<file path="src/rtl/fir_pkg.sv">
// Constants and types shared by the FIR filter and its coefficient loader.
package fir_pkg;

  localparam int NUM_TAPS = 10;
  localparam int COEFF_W  = 16;
  localparam int TAP_AW   = 4;

  typedef enum logic [1:0] {
    IDLE = 2'd0,
    LOAD = 2'd1,
    PEND = 2'd2
  } ldr_state_e;

  typedef logic [NUM_TAPS-1:0][COEFF_W-1:0] coeff_bank_t;

  // Host tap addresses are 1-based.
  function automatic logic tap_addr_legal(input logic [TAP_AW-1:0] addr);
    return (addr >= TAP_AW'(1)) && (addr <= TAP_AW'(NUM_TAPS));
  endfunction

endpackage

</file>
<file path="src/rtl/fir_coeff_loader_coeff_bank.sv">
// Shadow/active coefficient storage with per-tap written mask.
// A swap copies the whole shadow bank to the active bank in a single edge.
module coeff_bank
  import fir_pkg::*;
(
  input  logic                clk,
  input  logic                rst,
  input  logic                wr_en,
  input  logic [TAP_AW-1:0]   wr_idx,
  input  logic [COEFF_W-1:0]  wr_data,
  input  logic                swap_en,
  output coeff_bank_t         active,
  output logic                mask_full_nxt
);

  coeff_bank_t               shadow_q, shadow_d;
  coeff_bank_t               active_q, active_d;
  logic [NUM_TAPS-1:0]       mask_q, mask_d;

  always_comb begin
    shadow_d = shadow_q;
    active_d = active_q;
    mask_d   = mask_q;
    for (int i = 0; i < NUM_TAPS; i++) begin
      if (wr_en && (wr_idx == TAP_AW'(i))) begin
        shadow_d[i] = wr_data;
        mask_d[i]   = 1'b1;
      end
    end
    // Writes are blocked while a swap is pending, so the two never collide.
    if (swap_en) begin
      active_d = shadow_q;
      mask_d   = '0;
    end
  end

  always_ff @(posedge clk) begin
    if (rst) begin
      shadow_q <= '0;
      active_q <= '0;
      mask_q   <= '0;
    end else begin
      shadow_q <= shadow_d;
      active_q <= active_d;
      mask_q   <= mask_d;
    end
  end

  assign active        = active_q;
  assign mask_full_nxt = &mask_d;

endmodule

</file>
<file path="src/rtl/fir_coeff_loader.sv">
// Host write front-end for the FIR coefficients: shadow loading, commit
// handshake and a strobe-aligned swap so the filter never sees a mixed set.
module fir_coeff_loader
  import fir_pkg::*;
(
  input  logic               iClk_12M,
  input  logic               iRst,
  input  logic               iEnSample_300k,
  input  logic               iCoeffValid,
  input  logic [TAP_AW-1:0]  iCoeffAddr,
  input  logic [COEFF_W-1:0] iCoeffData,
  output logic               oCoeffReady,
  input  logic               iCommit,
  output logic [COEFF_W-1:0] oCoeff1,
  output logic [COEFF_W-1:0] oCoeff2,
  output logic [COEFF_W-1:0] oCoeff3,
  output logic [COEFF_W-1:0] oCoeff4,
  output logic [COEFF_W-1:0] oCoeff5,
  output logic [COEFF_W-1:0] oCoeff6,
  output logic [COEFF_W-1:0] oCoeff7,
  output logic [COEFF_W-1:0] oCoeff8,
  output logic [COEFF_W-1:0] oCoeff9,
  output logic [COEFF_W-1:0] oCoeff10,
  output logic               oBusy,
  output logic               oSwapDone,
  output logic               oErr
);

  ldr_state_e          state_q, state_d;
  logic                err_q, err_d;
  logic                swap_done_q, swap_done_d;

  logic                wr_acc;
  logic                addr_ok;
  logic                wr_en;
  logic                swap_en;
  logic                mask_full_nxt;
  logic [TAP_AW-1:0]   wr_idx;
  coeff_bank_t         active;

  assign addr_ok = tap_addr_legal(iCoeffAddr);
  assign wr_acc  = iCoeffValid && oCoeffReady;
  assign wr_en   = wr_acc && addr_ok;
  assign wr_idx  = iCoeffAddr - TAP_AW'(1);

  coeff_bank u_bank (
    .clk           (iClk_12M),
    .rst           (iRst),
    .wr_en         (wr_en),
    .wr_idx        (wr_idx),
    .wr_data       (iCoeffData),
    .swap_en       (swap_en),
    .active        (active),
    .mask_full_nxt (mask_full_nxt)
  );

  always_ff @(posedge iClk_12M) begin
    if (iRst) begin
      state_q     <= IDLE;
      err_q       <= 1'b0;
      swap_done_q <= 1'b0;
    end else begin
      state_q     <= state_d;
      err_q       <= err_d;
      swap_done_q <= swap_done_d;
    end
  end

  always_comb begin
    state_d = state_q;
    unique case (state_q)
      IDLE:    if (wr_en) state_d = LOAD;
      LOAD:    if (iCommit && mask_full_nxt) state_d = PEND;
      PEND:    if (iEnSample_300k) state_d = IDLE;
      default: state_d = IDLE;
    endcase
  end

  always_comb begin
    oCoeffReady = (state_q != PEND);
    // Busy stays up through the swap-done cycle so both drop together.
    oBusy       = (state_q == PEND) || swap_done_q;
    oSwapDone   = swap_done_q;
    oErr        = err_q;
    swap_en     = (state_q == PEND) && iEnSample_300k;
    swap_done_d = swap_en;

    err_d = err_q;
    if (wr_acc) begin
      err_d = !addr_ok;
    end
    if ((state_q == LOAD) && iCommit && !mask_full_nxt) begin
      err_d = 1'b1;
    end
  end

  assign oCoeff1  = active[0];
  assign oCoeff2  = active[1];
  assign oCoeff3  = active[2];
  assign oCoeff4  = active[3];
  assign oCoeff5  = active[4];
  assign oCoeff6  = active[5];
  assign oCoeff7  = active[6];
  assign oCoeff8  = active[7];
  assign oCoeff9  = active[8];
  assign oCoeff10 = active[9];

endmodule

</file>
<file path="config.mk">
export PLATFORM = sky130hd
export DESIGN_NAME = fir_coeff_loader
export DESIGN_NICKNAME = d
export VERILOG_FILES = /design/src/rtl/fir_pkg.sv /design/src/rtl/fir_coeff_loader_coeff_bank.sv /design/src/rtl/fir_coeff_loader.sv
export SDC_FILE = /design/constraint.sdc
export NUM_CORES = 1
export LEC_CHECK = 0
export CORE_ASPECT_RATIO = 0.8
export CORE_MARGIN = 4
export CORE_UTILIZATION = 45
export DETAILED_ROUTE_END_ITERATION = 10
export DONT_BUFFER_PORTS = 1
export SLEW_MARGIN = 20
export SYNTH_ARGS = -nofsm -noshare
export SYNTH_HDL_FRONTEND = slang
export SYNTH_SLANG_ARGS = --single-unit
</file>
<file path="constraint.sdc">
create_clock -name iClk_12M -period 2 [get_ports iClk_12M]
set_clock_uncertainty 0.05 [all_clocks]
set_input_delay 0 -clock iClk_12M [delete_from_list [all_inputs] [get_ports iClk_12M]]
set_output_delay 0 -clock iClk_12M [all_outputs]
set_load 0.03 [all_outputs]
</file>
; ---- Word level (Yosys, flattened, before mapping)
; Index checks and enable logic that the tools add are counted.
[classes]
eq_ne = 15
add_sub_neg = 1
n_lt_le_gt_ge = 2
n_reduce_logical = 25
n_mux = 17
[ops]
columns = cell, count
row1 = 1-bit logical AND, 17
row2 = 4-bit by 3-bit equality test with 1-bit output (second input constant), 4
row3 = 1-bit two-way mux, 12
row4 = 10-bit two-way mux, 1
row5 = 10-bit AND reduction, 1
row6 = 4-bit by 2-bit equality test with 1-bit output (second input constant), 2
row7 = 4-bit equality test (second input constant), 2
row8 = 2-bit two-way mux, 3
row9 = 2-bit inequality test (second input constant), 3
row10 = 2-bit case mux with 3 select lines, 1
row11 = 4-bit by 1-bit equality test with 1-bit output (second input constant), 1
row12 = 4-bit by 1-bit >= comparator with 1-bit output (second input constant), 1
row13 = 4-bit <= comparator (second input constant), 1
row14 = 4-bit zero test, 1
row15 = 4-bit by 1-bit subtractor with 4-bit output (second input constant), 1
row16 = 3-bit AND reduction, 1
row17 = 2-bit by 1-bit equality test with 1-bit output (second input constant), 1
row18 = 2-bit equality test (second input constant), 1
row19 = 1-bit zero test, 2
row20 = 2-bit zero test, 1
row21 = 2-bit by 1-bit inequality test with 1-bit output (second input constant), 1
row22 = 2-bit nonzero test, 1
row23 = 1-bit logical OR, 1
[word_totals]
out_inout_bits = 164
inputBits = 25
wordCells = 84
ff_bits = 334

; ---- Logic depth before layout (Yosys ltp)
[logic_depth]
word_depth = 10
depth_mapped = 9
depth_no_buf = 6

; ---- Cells and area by module
; From an unflattened synthesis, not the netlist that was laid out.
[unflattened]
cells_unflattened = 1320
area_unflattened_um2 = 11863.9
[by_module_without_submodules]
columns = module, instances, area_each_um2, cells_each, seq_area_each_um2
row1 = coeff_bank, 1, 11581.1, 1289, 6606.3
row2 = fir_coeff_loader, 1, 282.8, 31, 80.1

; ---- Least setup slack after synthesis
; Ideal clock, no wire load.
[synth_timing]
kind = register -> register
start = reg state_q[1]
end = reg u_bank.shadow_q[70] in the netlist's numbering
setup_time_ns = 0.128
t_arrival_ns = 1.441
n_path_buf = 3
path_stages_with_launch = 9
t_required_ns = 1.822
period_less_slack_ns = 1.618
path_slack_ns = 0.382
path_cell_list = dfxtp_1 nor2b_4 inv_2 buf_2 nand4_1 buf_4 buf_6 mux2i_1 nor2_1
[synth_between]
elab_chain_cells = 4
[synth_lines]
columns = element, line
row1 = from (decl), fir_coeff_loader.sv:29  ; ldr_state_e state_q, state_d;
row2 = from (signal assigned), fir_coeff_loader.sv:63  ; state_q <= state_d;
row3 = 2-bit inequality test, fir_coeff_loader.sv:80  ; oCoeffReady = (state_q != PEND);
row4 = via oCoeffReady, fir_coeff_loader.sv:12  ; output logic oCoeffReady,
row5 = 1-bit logical AND, fir_coeff_loader.sv:42  ; assign wr_acc = iCoeffValid && oCoeffReady;
row6 = 1-bit logical AND, fir_coeff_loader.sv:43  ; assign wr_en = wr_acc && addr_ok;
row7 = 1-bit logical AND, fir_coeff_loader_coeff_bank.sv:25  ; if (wr_en && (wr_idx == TAP_AW'(i))) begin
row8 = to (signal assigned), fir_coeff_loader_coeff_bank.sv:43  ; shadow_q <= shadow_d;
row9 = to (decl), fir_coeff_loader_coeff_bank.sv:16  ; coeff_bank_t shadow_q, shadow_d;
; The timed path passes the listed nets, and every way through them passes these cells.
; A chain may end at the register's enable or synchronous reset.

; ---- Worst setup path after layout
[layout_timing]
start = reg state_q[0]
end = reg state_q[1]
[layout_between]
elab_chain_cells = 10
elab_cells_between_ends = 35
cone_classes = 6 x eq/ne / 12 x mux / 17 x reduce/logical
[layout_lines]
columns = element, line
row1 = 2-bit inequality test, fir_coeff_loader.sv:80
row2 = 1-bit logical AND, fir_coeff_loader.sv:42
row3 = 1-bit logical AND, fir_coeff_loader.sv:43
row4 = 1-bit logical AND, fir_coeff_loader_coeff_bank.sv:25
row5 = 1-bit two-way mux, fir_coeff_loader_coeff_bank.sv:25
row6 = 10-bit two-way mux, fir_coeff_loader_coeff_bank.sv:31  ; if (swap_en) begin
row7 = 10-bit AND reduction, fir_coeff_loader_coeff_bank.sv:50  ; assign mask_full_nxt = &mask_d;
row8 = 1-bit logical AND, fir_coeff_loader.sv:73  ; LOAD: if (iCommit && mask_full_nxt) state_d = PEND;
row9 = 2-bit inequality test (no line), -
row10 = 3-bit AND reduction (no line), -
; Parallel ways exist; a longest one is shown, timed or not.

==> results.sh <==
export IMPL_num_rows=53
export IMPL_setup_viol=0
export IMPL_cts_htree_levels=2
export IMPL_worst_path_max_delay_cell="dlygate4sd3_1"
export IMPL_holdWs_ps=-473
export IMPL_cts_tree="done"
export IMPL_ys_top_cells_by_area="dfxtp_1 56%, nand2_1 16%, a21oi_1 12%, nand3_1 3.4%, mux2i_1 2.7%"
export IMPL_ff_latch_area_um2=6690
export IMPL_worstPathRequired_ps=2340
export IMPL_r2r_cells=7
export IMPL_ys_ff_latch=334
export IMPL_startpoint_type="flop"
export IMPL_wl_mm=36.3
export IMPL_period_share_pct=96.9
export IMPL_synthTopCellsByCount="506 x nand2_1, 334 x dfxtp_1, 292 x a21oi_1"
export IMPL_hold_path_depth=1
export IMPL_power_density_nw_per_um2=961
export IMPL_cts_root_buf="clkbuf_16"
export IMPL_reg2reg_slack_ps=60
export IMPL_clkSlewWorstSetupHoldPaths_ps=60
export IMPL_grt_max_degree=329
export IMPL_drive_above_1_share_pct=7.25
export IMPL_antenna_left=0
export IMPL_synth_avg_cell_area_um2=8.13
export IMPL_synth_edff_count=0
export IMPL_fill_cells=2511
export IMPL_final_setup_tns_ps=0
export IMPL_hpwl_mm=19.8
export IMPL_p_leak_nw=5.13
export IMPL_tightest_slew_ps=994
export IMPL_finalHoldViolations=264
export IMPL_synth_top_flop_cell="dfxtp_1"
export IMPL_ys_warn_count=0
export IMPL_yosysMostFrequentCell="nand2_1"
export IMPL_synthCells=1476
export IMPL_cts_sinks=334
export IMPL_antenna_found_initial=3
export IMPL_layout_min_cycle_time_ps=1940
export IMPL_clockBufferDepth=3
export IMPL_syn_nets=1501
export IMPL_seq_area_frac_synth_pct=55.7
export IMPL_multi_input_area_um2=4700
export IMPL_worst_setup_path_end_kind="flop"
export IMPL_p_total_mw=13.7
export IMPL_drtPass1Iterations=5
export IMPL_grtUsageTotal_pct=22.6
export IMPL_design_core_area_um2=26300
export IMPL_critPathKind="flop to flop"
export IMPL_cp_depth=7
export IMPL_cp_data_arrival_time_ps=2280
export IMPL_wl_per_cell_um=19.3
export IMPL_first_iter_violations=866
export IMPL_die_h_um=154
export IMPL_die_w_um=191
export IMPL_violations="hold timing"
export IMPL_ios=189
export IMPL_fin_util_pct=54.4
export IMPL_cts_buffers=34
export IMPL_ir_drop_mv=0.762
export IMPL_yosys_area_top_type_share_pct=55.7
export IMPL_overflow=0
export IMPL_globalplace_congestion=0.843
export IMPL_min_path_type="input port to flop"
export IMPL_vias=9971
export IMPL_area_growth_pct=19.0
export IMPL_cap_viol_max_count=0
export IMPL_portBuffers=0
export IMPL_fmax_mhz=516
export IMPL_finalNetCount=1519
export IMPL_die_area_um2=29400
export IMPL_grt_pass1_wl_mm=52.9
export IMPL_via_per_inst=5.31
export IMPL_critical_path_max_stage_delay_ps=560
export IMPL_critPathBufInv=4
export IMPL_path_delay_family="buffers and inverters"
export IMPL_drv_slew=0
export IMPL_cp_max_fo=11
export IMPL_outcome="complete, but fails checks"
export IMPL_clk_insertion_delay_late_ps=500
export IMPL_netlist_area_um2=12000
export IMPL_start_util_pct=45.7
export IMPL_slew_headroom_pct=33.5
export IMPL_synth_top_area_cell="dfxtp_1"
export IMPL_cp_cell_sequence="nor2b_4 > buf_12 > inv_2 > buf_6 > nor3_1 > dlygate4sd3_1 > a21o_1"
export IMPL_async_reset_ff_share_pct=0
export IMPL_drc=0
export IMPL_grt_pass1_vias=9079
export IMPL_synth_distinct_cells=49
## cells by family after synthesis
group	Yosys count	synth area share, %
simple gates	657	22.5
flops	334	55.7
compound gates	315	13.7
buf+inv	138	5.48
mux	32	2.67
## stage by stage
stage          std cells  worst slack (ps)  cell area [um2]  hold slack, ps
2_1_floorplan       1476               382            12000             167
3_3_place_gp        1728               319            12100            40.7
3_5_place_dp        1728               270            12100            46.5
4_1_cts             1839              7.09            13800            -486
5_1_grt             1876             -1.00            14300            -487
6_report            1877              62.5            14300            -473
## power by group
| group | internal [mW] | switching [mW] |
|---|---|---|
| registers | 6.70 | 0.0313 |
| logic | 0.101 | 0.252 |
| clock network | 4.05 | 2.58 |
## worst reg2reg max path, cell delays in order, from the launching register on
cell and delay, ps:
dfxtp_1 410, nor2b_4 70, buf_12 140, inv_2 170
buf_6 200, nor3_1 60, dlygate4sd3_1 560, a21o_1 160
## flip-flops by register name, indices dropped and copies added (netlist names)
| signal | cells |
|---|---|
| oErr | 1 |
| u_bank.mask_q | 10 |
| u_bank.active | 160 |
| state_q | 2 |
| u_bank.shadow_q | 160 |
| oSwapDone | 1 |
## layout by cell type, fill, tap and decap left out, types with 4 or more instances in the layout
cell / instances
nand3_1: 82
clkbuf_8: 8
buf_4: 21
buf_12: 5
dlygate4sd3_1: 73
clkbuf_16: 42
nand2_1: 505
a21oi_1: 292
nor2_1: 39
dfxtp_1: 333
clkbuf_1: 7
a21boi_0: 6
nand2_2: 4
mux2i_1: 32
clkinv_2: 5
inv_1: 8
## repair_timing
item	4_1_cts	5_1_grt
setup endpoints to repair	0	47
resized for setup	0	7
hold endpoints to repair	334	285
hold buffers	51	22
setup buffers	0	7
## cell type report
class	instances	area share, %
Clock buffer	52	7.44
Sequential cell	334	46.8
Timing Repair Buffer	110	8.62
Clock inverter	8	0.806
Inverter	9	0.237
Antenna cell	2	0.0351
Multi-Input combinational cell	1005	32.9
Tap cell	357	3.13
## layer usage
metal / GRT usage, % / routed length, um
met5: 0 / 29
met4: 5.26 / 542
met3: 7.06 / 3240
met2: 35.1 / 16200
met1: 31.1 / 16300
## final timing paths
path	to	from
hold / removal	u_bank.active[43]	iRst
setup / recovery	state_q[1]	state_q[0]
hold reg to reg	u_bank.active[49]	u_bank.shadow_q[49]
setup reg to reg	state_q[1]	state_q[0]
Note: power is estimated with default switching activity, not from simulation.
